===== src/rtl/ifetch_queue_pkg.sv =====
// Shared types and decode helpers for the instruction fetch queue.
package ifetch_queue_pkg;

  localparam logic [6:0] OPCODE_B    = 7'b1100011;
  localparam logic [6:0] OPCODE_JAL  = 7'b1101111;
  localparam logic [6:0] OPCODE_JALR = 7'b1100111;

  localparam int         IQ_ENTRY_WIDTH = 97;
  localparam logic [1:0] BHT_INIT       = 2'b01;

  typedef struct packed {
    logic [31:0] pc;
    logic [31:0] instr;
    logic        pred_taken;
    logic [31:0] pred_pc;
  } iq_entry_t;

  typedef enum logic [1:0] {
    KIND_OTHER,
    KIND_B,
    KIND_JAL,
    KIND_JALR
  } instr_kind_e;

  function automatic instr_kind_e decode_kind(input logic [31:0] instr);
    case (instr[6:0])
      OPCODE_B:    return KIND_B;
      OPCODE_JAL:  return KIND_JAL;
      OPCODE_JALR: return KIND_JALR;
      default:     return KIND_OTHER;
    endcase
  endfunction

  function automatic logic [31:0] imm_b(input logic [31:0] instr);
    return {{19{instr[31]}}, instr[31], instr[7], instr[30:25], instr[11:8], 1'b0};
  endfunction

  function automatic logic [31:0] imm_j(input logic [31:0] instr);
    return {{11{instr[31]}}, instr[31], instr[19:12], instr[20], instr[30:21], 1'b0};
  endfunction

endpackage


===== src/rtl/ifetch_queue_bht.sv =====
// 2-bit saturating branch history table: combinational read, clocked update.
import ifetch_queue_pkg::*;

module branch_history_table #(
  parameter int BHT_IDX_W = 6
) (
  input  logic                 clk,
  input  logic                 rst_in,
  input  logic                 en,
  input  logic [BHT_IDX_W-1:0] rd_idx,
  output logic                 rd_taken,
  input  logic                 upd_en,
  input  logic [BHT_IDX_W-1:0] upd_idx,
  input  logic                 upd_taken
);

  localparam int BHT_ENTRIES = 2 ** BHT_IDX_W;

  logic [1:0] ctr [BHT_ENTRIES];

  assign rd_taken = ctr[rd_idx][1];

  always_ff @(posedge clk or negedge rst_in) begin
    if (!rst_in) begin
      for (int i = 0; i < BHT_ENTRIES; i++) ctr[i] <= BHT_INIT;
    end else if (en && upd_en) begin
      if (upd_taken)
        ctr[upd_idx] <= (ctr[upd_idx] == 2'b11) ? 2'b11 : ctr[upd_idx] + 2'b01;
      else
        ctr[upd_idx] <= (ctr[upd_idx] == 2'b00) ? 2'b00 : ctr[upd_idx] - 2'b01;
    end
  end

endmodule


===== src/rtl/ifetch_queue.sv =====
// Fetch unit: PC/stall control, branch prediction at fetch and a circular
// instruction queue feeding the decoder.
import ifetch_queue_pkg::*;

module ifetch_queue #(
  parameter int IQ_DEPTH  = 8,
  parameter int BHT_IDX_W = 6
) (
  input  logic        clk,
  input  logic        rst_in,
  input  logic        rdy_in,
  input  logic        roll_back,
  input  logic [31:0] corr_pc,
  output logic        mc_fetch_en,
  output logic [31:0] mc_aout,
  output logic        mc_flush_out,
  input  logic        mc_instr_in_en,
  input  logic [31:0] mc_instr_in,
  output logic        de_out_en,
  input  logic        de_ready_in,
  output logic [31:0] de_pc_out,
  output logic [31:0] de_instr_out,
  output logic        de_pred_taken_out,
  output logic [31:0] de_pred_pc_out,
  input  logic        jalr_done_in,
  input  logic [31:0] jalr_pc_in,
  input  logic        bht_upd_en_in,
  input  logic [31:0] bht_upd_pc_in,
  input  logic        bht_upd_taken_in
);

  localparam int                IQ_PTR_W   = $clog2(IQ_DEPTH);
  localparam logic [IQ_PTR_W:0] FULL_COUNT = IQ_DEPTH[IQ_PTR_W:0];

  logic [31:0]         pc;
  logic                stall;
  logic [IQ_PTR_W-1:0] head, tail;
  logic [IQ_PTR_W:0]   count;

  logic [IQ_ENTRY_WIDTH-1:0] queue_mem [IQ_DEPTH];
  iq_entry_t                 head_entry;
  iq_entry_t                 new_entry;

  instr_kind_e kind;
  logic [31:0] next_pc;
  logic [31:0] pc_plus4;
  logic        bht_taken;
  logic        accept;
  logic        pop;
  logic        unused_upd_bits;

  assign unused_upd_bits = ^{bht_upd_pc_in[31:BHT_IDX_W+2], bht_upd_pc_in[1:0]};

  branch_history_table #(.BHT_IDX_W(BHT_IDX_W)) u_bht (
    .clk       (clk),
    .rst_in    (rst_in),
    .en        (rdy_in),
    .rd_idx    (pc[BHT_IDX_W+1:2]),
    .rd_taken  (bht_taken),
    .upd_en    (bht_upd_en_in),
    .upd_idx   (bht_upd_pc_in[BHT_IDX_W+1:2]),
    .upd_taken (bht_upd_taken_in)
  );

  // Full-ness uses the start-of-cycle count, so a pop never frees a slot
  // for a same-cycle fetch.
  assign mc_fetch_en  = rst_in && rdy_in && !stall && (count != FULL_COUNT) && !roll_back;
  assign mc_flush_out = rst_in && rdy_in && roll_back;
  assign mc_aout      = pc;
  assign accept       = mc_fetch_en && mc_instr_in_en;
  assign de_out_en    = (count != '0);
  assign pop          = de_out_en && de_ready_in && rdy_in && !roll_back;

  assign head_entry        = queue_mem[head];
  assign de_pc_out         = head_entry.pc;
  assign de_instr_out      = head_entry.instr;
  assign de_pred_taken_out = head_entry.pred_taken;
  assign de_pred_pc_out    = head_entry.pred_pc;

  // Predict the next fetch address from the incoming instruction.
  always_comb begin
    kind                 = decode_kind(mc_instr_in);
    pc_plus4             = pc + 32'd4;
    next_pc              = pc_plus4;
    new_entry.pc         = pc;
    new_entry.instr      = mc_instr_in;
    new_entry.pred_taken = 1'b0;
    case (kind)
      KIND_B: begin
        if (bht_taken) begin
          next_pc              = pc + imm_b(mc_instr_in);
          new_entry.pred_taken = 1'b1;
        end
      end
      KIND_JAL: begin
        next_pc              = pc + imm_j(mc_instr_in);
        new_entry.pred_taken = 1'b1;
      end
      KIND_JALR: next_pc = pc;
      default:   next_pc = pc_plus4;
    endcase
    new_entry.pred_pc = (kind == KIND_JALR) ? pc_plus4 : next_pc;
  end

  always_ff @(posedge clk or negedge rst_in) begin
    if (!rst_in) begin
      pc    <= '0;
      stall <= 1'b0;
      head  <= '0;
      tail  <= '0;
      count <= '0;
    end else if (rdy_in) begin
      if (roll_back) begin
        pc    <= corr_pc;
        stall <= 1'b0;
        head  <= '0;
        tail  <= '0;
        count <= '0;
      end else begin
        if (accept) begin
          pc   <= next_pc;
          tail <= tail + 1'b1;
          if (kind == KIND_JALR) stall <= 1'b1;
        end else if (stall && jalr_done_in) begin
          pc    <= jalr_pc_in;
          stall <= 1'b0;
        end
        if (pop) head <= head + 1'b1;
        case ({accept, pop})
          2'b10:   count <= count + 1'b1;
          2'b01:   count <= count - 1'b1;
          default: count <= count;
        endcase
      end
    end
  end

  // Entry storage needs no reset; validity is tracked by count.
  always_ff @(posedge clk) begin
    if (accept) queue_mem[tail] <= new_entry;
  end

endmodule


===== config.mk =====
export PLATFORM = sky130hd
export DESIGN_NAME = ifetch_queue
export DESIGN_NICKNAME = d
export VERILOG_FILES = /design/src/rtl/ifetch_queue_pkg.sv /design/src/rtl/ifetch_queue_bht.sv /design/src/rtl/ifetch_queue.sv
export SDC_FILE = /design/constraint.sdc
export NUM_CORES = 1
export LEC_CHECK = 0
export ABC_AREA = 1
export BUFFER_PORTS_ARGS = -buffer_cell sky130_fd_sc_hd__clkbuf_2
export CAP_MARGIN = 20
export CORE_MARGIN = 3
export CORE_UTILIZATION = 25
export CTS_CLUSTER_DIAMETER = 100
export CTS_CLUSTER_SIZE = 16
export DETAILED_ROUTE_END_ITERATION = 10
export SLEW_MARGIN = 20
export SYNTH_ARGS = -nofsm -noshare
export SYNTH_HDL_FRONTEND = slang
export SYNTH_SLANG_ARGS = --single-unit
export TNS_END_PERCENT = 1

===== constraint.sdc =====
create_clock -name clk -period 25 [get_ports clk]
set_input_delay 2.5 -clock clk [delete_from_list [all_inputs] [get_ports clk]]
set_output_delay 2.5 -clock clk [all_outputs]
set_load 0.01 [all_outputs]

# == Word level (Yosys, flattened, before mapping) ==
# Memory sizes are Yosys's and may differ from the RTL's.
# Cells that the tools add are included.
# op_classes
eq_ne,11
shift,0
n_mux,34
addsub,9
div_mod_pow,0
n_lt_le_gt_ge,3
n_reduce_logical,25
mul,0
bitwise_logic,2
# ops
op,count
$bwmux W128,2
$mux W32,5
$mux W128,1
$pmux W32 S3,1
$add A32 B32 Y32,2
$add A32 B3 Y32 const B,1
$bmux W2 S6,2
$eq A7 B7 Y1 const B,3
$ge A7 B7 Y1 const B,2
$mux W2,7
$not A6 Y7,2
$demux W2 S6,1
$logic_and A1 B1 Y1,12
$mux W3,4
$eq A2 B2 Y1 const B,4
$pmux W4 S2,1
$reduce_and A2 Y1,4
$lt A7 B1 Y1 const B,1
$mux W1,7
$add A3 B1 Y3 const B,2
$pmux W2 S3,1
$reduce_bool A3 Y1,2
$add A4 B1 Y4 const B,1
$eq A2 B1 Y1 const B,2
other kinds (12),14
# totals
rom_bits,0
ramBits,776
elab_cells,154
n_memories,1
in_bits,137
latchBits,0
register_bits,171
# mem_list
name,words,width,read_ports,rd_ports_with_merged_regs,write_ports,line,text
queue_mem,8,97,1,0,1,ifetch_queue.sv:40,logic [IQ_ENTRY_WIDTH-1:0] queue_mem [IQ_DEPTH];

# == Longest topological paths before layout ==
# Gate-level depths: netlist of run 1.
# depth
word_depth,8
ltp_mapped,21

# == Modules after synthesis ==
# A second synthesis of run 1 with hierarchy kept.
# unflattened
hier_cells,4984
hier_area_um2,45771.4
# modules_own_cells
mod,area_per_inst_um2,n_inst,cells_per_inst
ifetch_queue,37930.1,1,3764
branch_history_table,7841.3,1,1220

# == Worst setup path after synthesis of run 1 ==
# OpenSTA, ideal clock, no wires.
# synth_path
path_type,input-to-reg
from,input port rst_in
to,memory queue_mem[6][10] (enable)
n_path_buf,0
path_stages,8
t_arrival_ns,9.654
slack_ns,14.677
required_ns,24.331
cell_sequence,nand2_1 nor3_1 nand2_1 inv_1 nand2_1 clkinv_1 nand2_1 nor3_1
# synth_via
elab_chain_len,7
# synth_rtl
item,line,text
"start, declared",ifetch_queue.sv:10,"input logic rst_in,"
$logic_and A1 B1 Y1 (4 in a row),ifetch_queue.sv:67,assign mc_fetch_en = rst_in && rdy_in && !stall && (count != FULL_COUNT) && !roll_back;
named net mc_fetch_en,ifetch_queue.sv:14,"output logic mc_fetch_en,"
$logic_and A1 B1 Y1,ifetch_queue.sv:70,assign accept = mc_fetch_en && mc_instr_in_en;
$mux W1,ifetch_queue.sv:140,if (accept) queue_mem[tail] <= new_entry;
$mux W1 (not written as such),ifetch_queue.sv:140,
"end, declared",ifetch_queue.sv:40,
# The timed path passes the listed nets, and every way through them passes these cells.

# == Worst setup path in the final report of run 1 ==
# layout_path
from,register head[0]
to,output port de_pc_out[1]
# layout_via
elab_chain_len,1
# layout_rtl
item,line,text
"start, declared",ifetch_queue.sv:37,"logic [IQ_PTR_W-1:0] head, tail;"
"start signal, assigned",ifetch_queue.sv:128,if (pop) head <= head + 1'b1;
$mem_v2 Z8 W97,n/a,
"end, declared",ifetch_queue.sv:21,"output logic [31:0] de_pc_out,"
# No other way between the ends.

==> results of run 1 <==
-- report_power, final --
| part | internal [mW] | leakage, nW | switching, mW |
|---|---|---|---|
| Clock | 0.545 | 0.999 | 0.561 |
| Sequential | 1.79 | 8.80 | 0.0669 |
| Combinational | 0.306 | 9.27 | 0.766 |
-- sequential cells by signal (all words and copies together), names as in the netlist --
signal / flops
tail: 3
u_bht.ctr: 128
queue_mem: 768
head: 3
mc_aout: 32
stall: 1
count: 4
-- cell families (layout without fill, tap and decap cells) --
logic type	Yosys count	in the layout	share of synthesized area (%)
AOI/OAI and AO/OA	924	924	11.15
xor gates and xnor gates	45	45	0.8701
other	0	6	0
adders and majority gates	55	55	1.569
buffers and inverters	677	823	6.049
and+or+nand+nor	2235	2235	19.80
DFF	939	939	60.54
muxes	1	1	0.02486
-- worst max-delay path by stage --
| stage | startpoint | to | slack, ns |
|---|---|---|---|
| floorplan | rst_in | queue_mem[6][10] | 14.68 |
| global placement | rst_in | queue_mem[3][44] | 18.10 |
| detailed placement | rst_in | queue_mem[3][44] | 18.06 |
| CTS | head[0] | de_pc_out[1] | 17.70 |
| global route | head[0] | de_pc_out[1] | 17.42 |
| finish | head[0] | de_pc_out[1] | 17.79 |
-- layout make-up --
type | count | area, um2 | share of cell area [%]
clock inverters | 11 | 151.4 | 0.2972
flip-flops and latches | 939 | 27430 | 53.85
clock buffers | 99 | 1924 | 3.778
diodes | 6 | 15.01 | 0.02948
multi-input cells | 3260 | 15200 | 29.84
repair buffers | 309 | 1733 | 3.402
well taps | 2355 | 2947 | 5.785
inverters | 404 | 1534 | 3.012
-- metrics by stage --
step,power (mW),hold slack (ns)
after floorplan,2.543,0.4490
after global placement,2.952,0.4556
after detailed placement,2.966,0.4633
after CTS,4.074,0.4740
after global routing,4.242,0.4899
final,4.032,0.4723
-- cells in the final DEF (no fill, tap or decap), drive strengths merged, types with 95 or more instances in the layout --
cell / netlist / final
clkbuf: 177 / 340
nand2: 977 / 977
nor2: 900 / 900
o21ai: 542 / 542
a21oi: 95 / 95
edfxtp: 768 / 768
o22ai: 145 / 145
dfrtp: 107 / 107
a31oi: 102 / 102
inv: 395 / 402
nand3: 272 / 272
-- metal layers --
layer | wire length [um] | up-vias | part of all wire [%]
met1 | 59740 | 17394 | 40
li1 | - | 16736 | -
met3 | 8893 | 288 | 5.9
met4 | 8734 | 2 | 5.8
met5 | 15 | - | 0.010
met2 | 72440 | 1171 | 48
-- critical path: stages (launching register included) --
cell	delay [ns]
dfrtp_4	0.75
inv_8	0.64
buf_4	0.67
buf_4	0.62
o21ai_0	0.16
o22ai_1	0.20
nor2_1	0.06
a31oi_1	0.32
clkbuf_2	0.20
==> qor.csv, run 1 <==
stage,metric,value,unit
logic_synthesis,syn_area_per_cell,9.290,um2
clocking,ctsResizeCount,0,
clocking,cts_root_buf,clkbuf_16,
job,maxCapViolations,0,
logic_synthesis,yosys_warnings,0,
logic_synthesis,synthTopCellsByArea,"edfxtp_1 51%, nand2_1 8.1%, nor2_1 7.4%",
floorplanning,core_area,179200,um2
global_routing,grtUsageTotal,15.64,%
placement,hpwl,96960,um
hold_path,holdPathStages,2,
logic_synthesis,ys_types,43,
clocking,ctsHoldBuffers,0,
layout,drive_gt1_share,10.20,%
critical_path,crit_type,reg2out,
clocking,clkSlewWorstSetupHoldPaths,0.07,ns
hold_path,hold_class,reg2reg,
sta,slew_headroom,15.45,%
sta,rsz0062_at_grt,false,
floorplanning,rows,155,
logic_synthesis,postSynthCellCount,4876,
hold_path,min_to,u_bht.ctr[32],
sta,setup_ws,17.79,ns
global_routing,met3_usage,2.494,%
logic_synthesis,ys_ff_latch,939,
clocking,cts_tree,built,
critical_path,r2r_cells,13,
logic_synthesis,syn_area,45300,um2
logic_synthesis,synthArstFlopShare,18.21,%
logic_synthesis,synth_edf_count,768,
critical_path,crit_arrival,4.71,ns
sta,finalHoldViolCount,0,
sta,max_freq,0.1388,GHz
floorplanning,io_pins,269,
power,p_leak,19.07,nW
sta,post-route-min-period,7.207,ns
clocking,cts_setup_buffers,0,
clocking,insertion_delay,0.71,ns
layout,layoutNonFillerInstCount,7383,
sta,skew,0.03981,ns
hold_path,hp-start,u_bht.ctr[32],
drt,via_per_inst,4.821,
global_routing,grt.busiest_layer,met2,
logic_synthesis,yosys_most_used_dff,edfxtp_1,
placement,gp_congestion,0.9657,
floorplanning,die_h,431.7,um
sta,finalSetupViolations,0,
floorplanning,die_area,186300,um2
critical_path,rrSetupSlack,19.60,ns
layout,nNetsFinal,5177,
logic_synthesis,synth_most_common_cell,nand2_1,
drt,first_pass_iters,6,
drt,ant_nets,0,
critical_path,r2r_start,mc_aout[4],
global_routing,grt_pass1_vias,33647,
clocking,clk_path_buf_depth,3,
layout,syn2layout_area_growth,12.45,%
global_routing,met1_usage,19.02,%
sta,worstMarginPinSlew,1.268,ns
clocking,htreeDepth,3,
placement,io_buffers,242,
critical_path,rr_endpoint,queue_mem[3][4],
power,peakVddDrop,51.07,uV
logic_synthesis,yosys.area.top_type,edfxtp_1,
layout,finish.instance_area,50930,um2
floorplanning,start_util,25.28,%
global_routing,met2_usage,26.48,%
sta,finalMaxSlewViolations,0,
layout,final_core_util,28.42,%
placement,place_inst,7267,
sta,tns,0,ns
clocking,numClockSinks,939,
drt,wl_per_cell,20.29,um
global_routing,antenna_found_initial,9,
global_routing,grt_max_degree,191,
logic_synthesis,yosysSeqAreaShare,60.54,%
global_routing,grt.overflow.total,0,
global_routing,grt_pass1_wl,219300,um
floorplanning,die_x,431.7,um
layout,fillCellCount,18860,
critical_path,end_kind,primary output,
logic_synthesis,synth_top_area_share,50.91,%
status,status,completed,
placement,place_area,48840,um2
critical_path,path_max_fanout,178,
critical_path,start_kind,flop,
drt,vias,35591,
power,power_density,79.15,nW/um2
drt,drc_errors,0,
sta,fin_crit_sh,28.83,%
critical_path,crit_required,22.50,ns
logic_synthesis,syn-num-nets,5068,
clocking,cts_made_buffers,71,
drt,drt-total-wl,149800,um
drt,drt-initial-drc-count,3350,
logic_synthesis,ys_top_cells_by_count,"973 x nand2_1, 899 x nor2_1, 768 x edfxtp_1, 474 x o21ai_0, 381 x inv_1",
placement,dp_slack,18.06,ns
Power figures use the tool's default switching activity.
==> inputs of run 2 (changes only) <==
clock period = 7.15 ns   (was 25 ns; I/O delays follow)
==> run 2 against run 1 <==
Against the previous run: flip-flop and latch count stayed put; global-route usage rose by 0.058 points; final cell count is essentially flat; first-iteration DRC count fell by 13%; register-to-register slack lost 17 ns; die area stayed put; utilization increased by 0.068 points; highest routed layer unchanged; hold slack got worse by 0.12 ns; non-clock buffer count up 4; via count fell by 0.78%; combinational power rose to 3.6 times the previous value; largest cell class unchanged; critical endpoint is now queue_mem[2][15]; clock power grew to 3.4 times the previous value.
==> qor.csv, run 2 (same netlist as run 1, synthesis figures left out) <==
stage,metric,value,unit,change
power,switching_share,34.69,%,+0.13 points
sta,fin_crit_sh,70.41,%,
clocking,ctsResizeCount,0,,unchanged
clocking,insertion_delay,0.71,ns,about the same
hold_path,hold_class,in2reg,,
placement,dp_slack,2.284,ns,-15.78 ns
critical_path,cpMostUsedCell,nand2_1,,
sta,finalHoldViolCount,0,,unchanged
critical_path,startpoint,mc_aout[4],,
clocking,clk_path_buf_depth,3,,unchanged
clocking,cts_made_buffers,69,,-2.8%
drt,drc_errors,0,,unchanged
global_routing,grt_pass1_vias,33778,,+0.39%
drt,highest_layer,met5,,
critical_path,end_kind,flop,,
power,pwr-share-clk,27.0,%,-0.4 points
floorplanning,io_pins,269,,unchanged
critical_path,cp_top_family,simple AND/OR/NAND/NOR gates,,
layout,final_common_cell,nand2_1,,
clocking,cts_tree,built,,
clocking,cts_root_buf,clkbuf_16,,
drt,drt-met1-wl,60620,um,+1.5%
clocking,htreeDepth,3,,unchanged
sta,post-route-min-period,5.034,ns,
drt,wl_per_cell,20.37,um,+0.41%
floorplanning,core_area,179200,um2,unchanged
sta,tns,0,ns,unchanged
clocking,cts_setup_buffers,0,,unchanged
placement,gp_congestion,0.9494,,-1.7%
clocking,clkSlewWorstSetupHoldPaths,0.07,ns,about the same
global_routing,grtUsageTotal,15.70,%,+0.058 points
sta,finalSetupViolations,0,,unchanged
floorplanning,start_util,25.28,%,unchanged
status,status,completed,,
global_routing,grt_pass1_wl,220400,um,+0.49%
drt,via_per_inst,4.781,,-0.82%
global_routing,grt_max_degree,159,,-17%
power,p_leak,19.09,nW,about the same
power,intPower,9.165,mW,+250%
sta,finalMaxSlewViolations,0,,unchanged
drt,drt-initial-drc-count,2908,,-13%
placement,io_buffers,242,,unchanged
floorplanning,die_x,431.7,um,unchanged
power,switchingPower,4.868,mW,+250%
sta,worstMarginPinSlew,1.114,ns,-0.1543 ns
power,pwr-share-comb,27.1,%,+0.5 points
layout,largest_reg_flops,768,,unchanged
critical_path,path_max_fanout,24,,-87%
job,maxCapViolations,0,,unchanged
global_routing,grt.overflow.total,0,,unchanged
sta,skew,0.04155,ns,+0.001741 ns
layout,nNetsFinal,5179,,+0.039%
floorplanning,die_area,186300,um2,unchanged
critical_path,cp_num_buf_inv,3,,-1
drt,drt-total-wl,150500,um,+0.45%
critical_path,worstPathCellList,inv_1 > nand2_1 > inv_1 > nand2_1 > nand2_1 > nor2_1 > nand2_1 > nand3_1 > nand2_1 > buf_4 > nand2_1 > nand3_1 > nand2_1 > o21ai_0 > o21ai_0,,
floorplanning,die_h,431.7,um,unchanged
critical_path,crit_required,7.50,ns,-15.00 ns
power,peakVddDrop,189.1,uV,+270%
sta,whs,0.3505,ns,-0.1218 ns
clocking,ctsHoldBuffers,1,,+1
sta,max_freq,0.1986,GHz,
power,pwr-share-seq,45.9,%,about the same
critical_path,crit_type,reg2reg,,
hold_path,hp-start,mc_instr_in[4],,
critical_path,start_kind,flop,,
drt,dr_wl_met2,73150,um,+0.99%
drt,wl_met3,8302,um,-6.6%
sta,setup_ws,2.116,ns,-15.68 ns
drt,ant_nets,0,,unchanged
critical_path,slowest_delay,1.01,ns,+0.26 ns
global_routing,antenna_found_initial,7,,-2
critical_path,slowest_stage,dfrtp_1,,
floorplanning,rows,155,,unchanged
drt,vias,35312,,-0.78%
layout,drive_gt1_share,10.15,%,-0.046 points
sta,slew_headroom,24.95,%,+9.5 points
power,power_density,274.9,nW/um2,+250%
placement,hpwl,96880,um,about the same
sta,rsz0062_at_grt,false,,
clocking,numClockSinks,939,,unchanged
critical_path,rrSetupSlack,2.12,ns,-17.48 ns
layout,syn2layout_area_growth,12.71,%,
critical_path,crit_arrival,5.39,ns,+0.68 ns
layout,mostFrequentLayoutCells,"973 x nand2_1, 897 x nor2_1, 768 x edfxtp_1, 469 x o21ai_0, 379 x inv_1",,
drt,first_pass_iters,5,,-1
layout,regMostFlops,queue_mem,,
critical_path,r2r_start,mc_aout[4],,
run 2: layout make-up:
| cell class | count | area (um2) |
|---|---|---|
| Tap cell | 2355 | 2947 |
| Timing Repair Buffer | 313 | 1916 |
| Sequential cell | 939 | 27430 |
| Inverter | 404 | 1534 |
| Antenna cell | 6 | 15.01 |
| Clock buffer | 100 | 1853 |
| Multi-Input combinational cell | 3260 | 15200 |
| Clock inverter | 9 | 161.4 |
| Fill cell | 18830 | 128100 |
run 2: per-stage QoR:
step                      power [mW]  utilization (%)  cells  instance area [um2]
after detailed placement       10.40            27.35   7270                49020
after CTS                      14.18            28.48   7380                51040
after global placement         10.36            27.35   7270                49020
final                          14.03            28.49   7386                51060
after global routing           14.78            28.48   7381                51040
after floorplan                8.892                -   4876                45300
run 2: path summary, 6_finish.rpt:
| path | to | cells past startpoint |
|---|---|---|
| worst max-delay path | queue_mem[2][15] | 15 |
| max in group asynchronous | mc_aout[2] | 4 |
| worst min-delay path | queue_mem[1][37] | 1 |
| min in group asynchronous | u_bht.ctr[65] | 2 |
| worst max register to register | queue_mem[2][15] | 15 |
| worst min register to register | u_bht.ctr[14] | 2 |
run 2: layer usage:
layer	global-route usage (%)	vias up
li1	-	16724
met2	26.67	1122
met3	2.525	272
met5	0	-
met1	19.19	17190
met4	8.151	4
run 2: power groups by stage:
stage	logic (mW)	clock network (mW)	registers (mW)
final	3.81	3.78	6.44
after global routing	4.23	4.09	6.46
after CTS	3.85	3.89	6.44
after detailed placement	3.85	0	6.56
after global placement	3.81	0	6.55
after floorplan	2.39	0	6.50
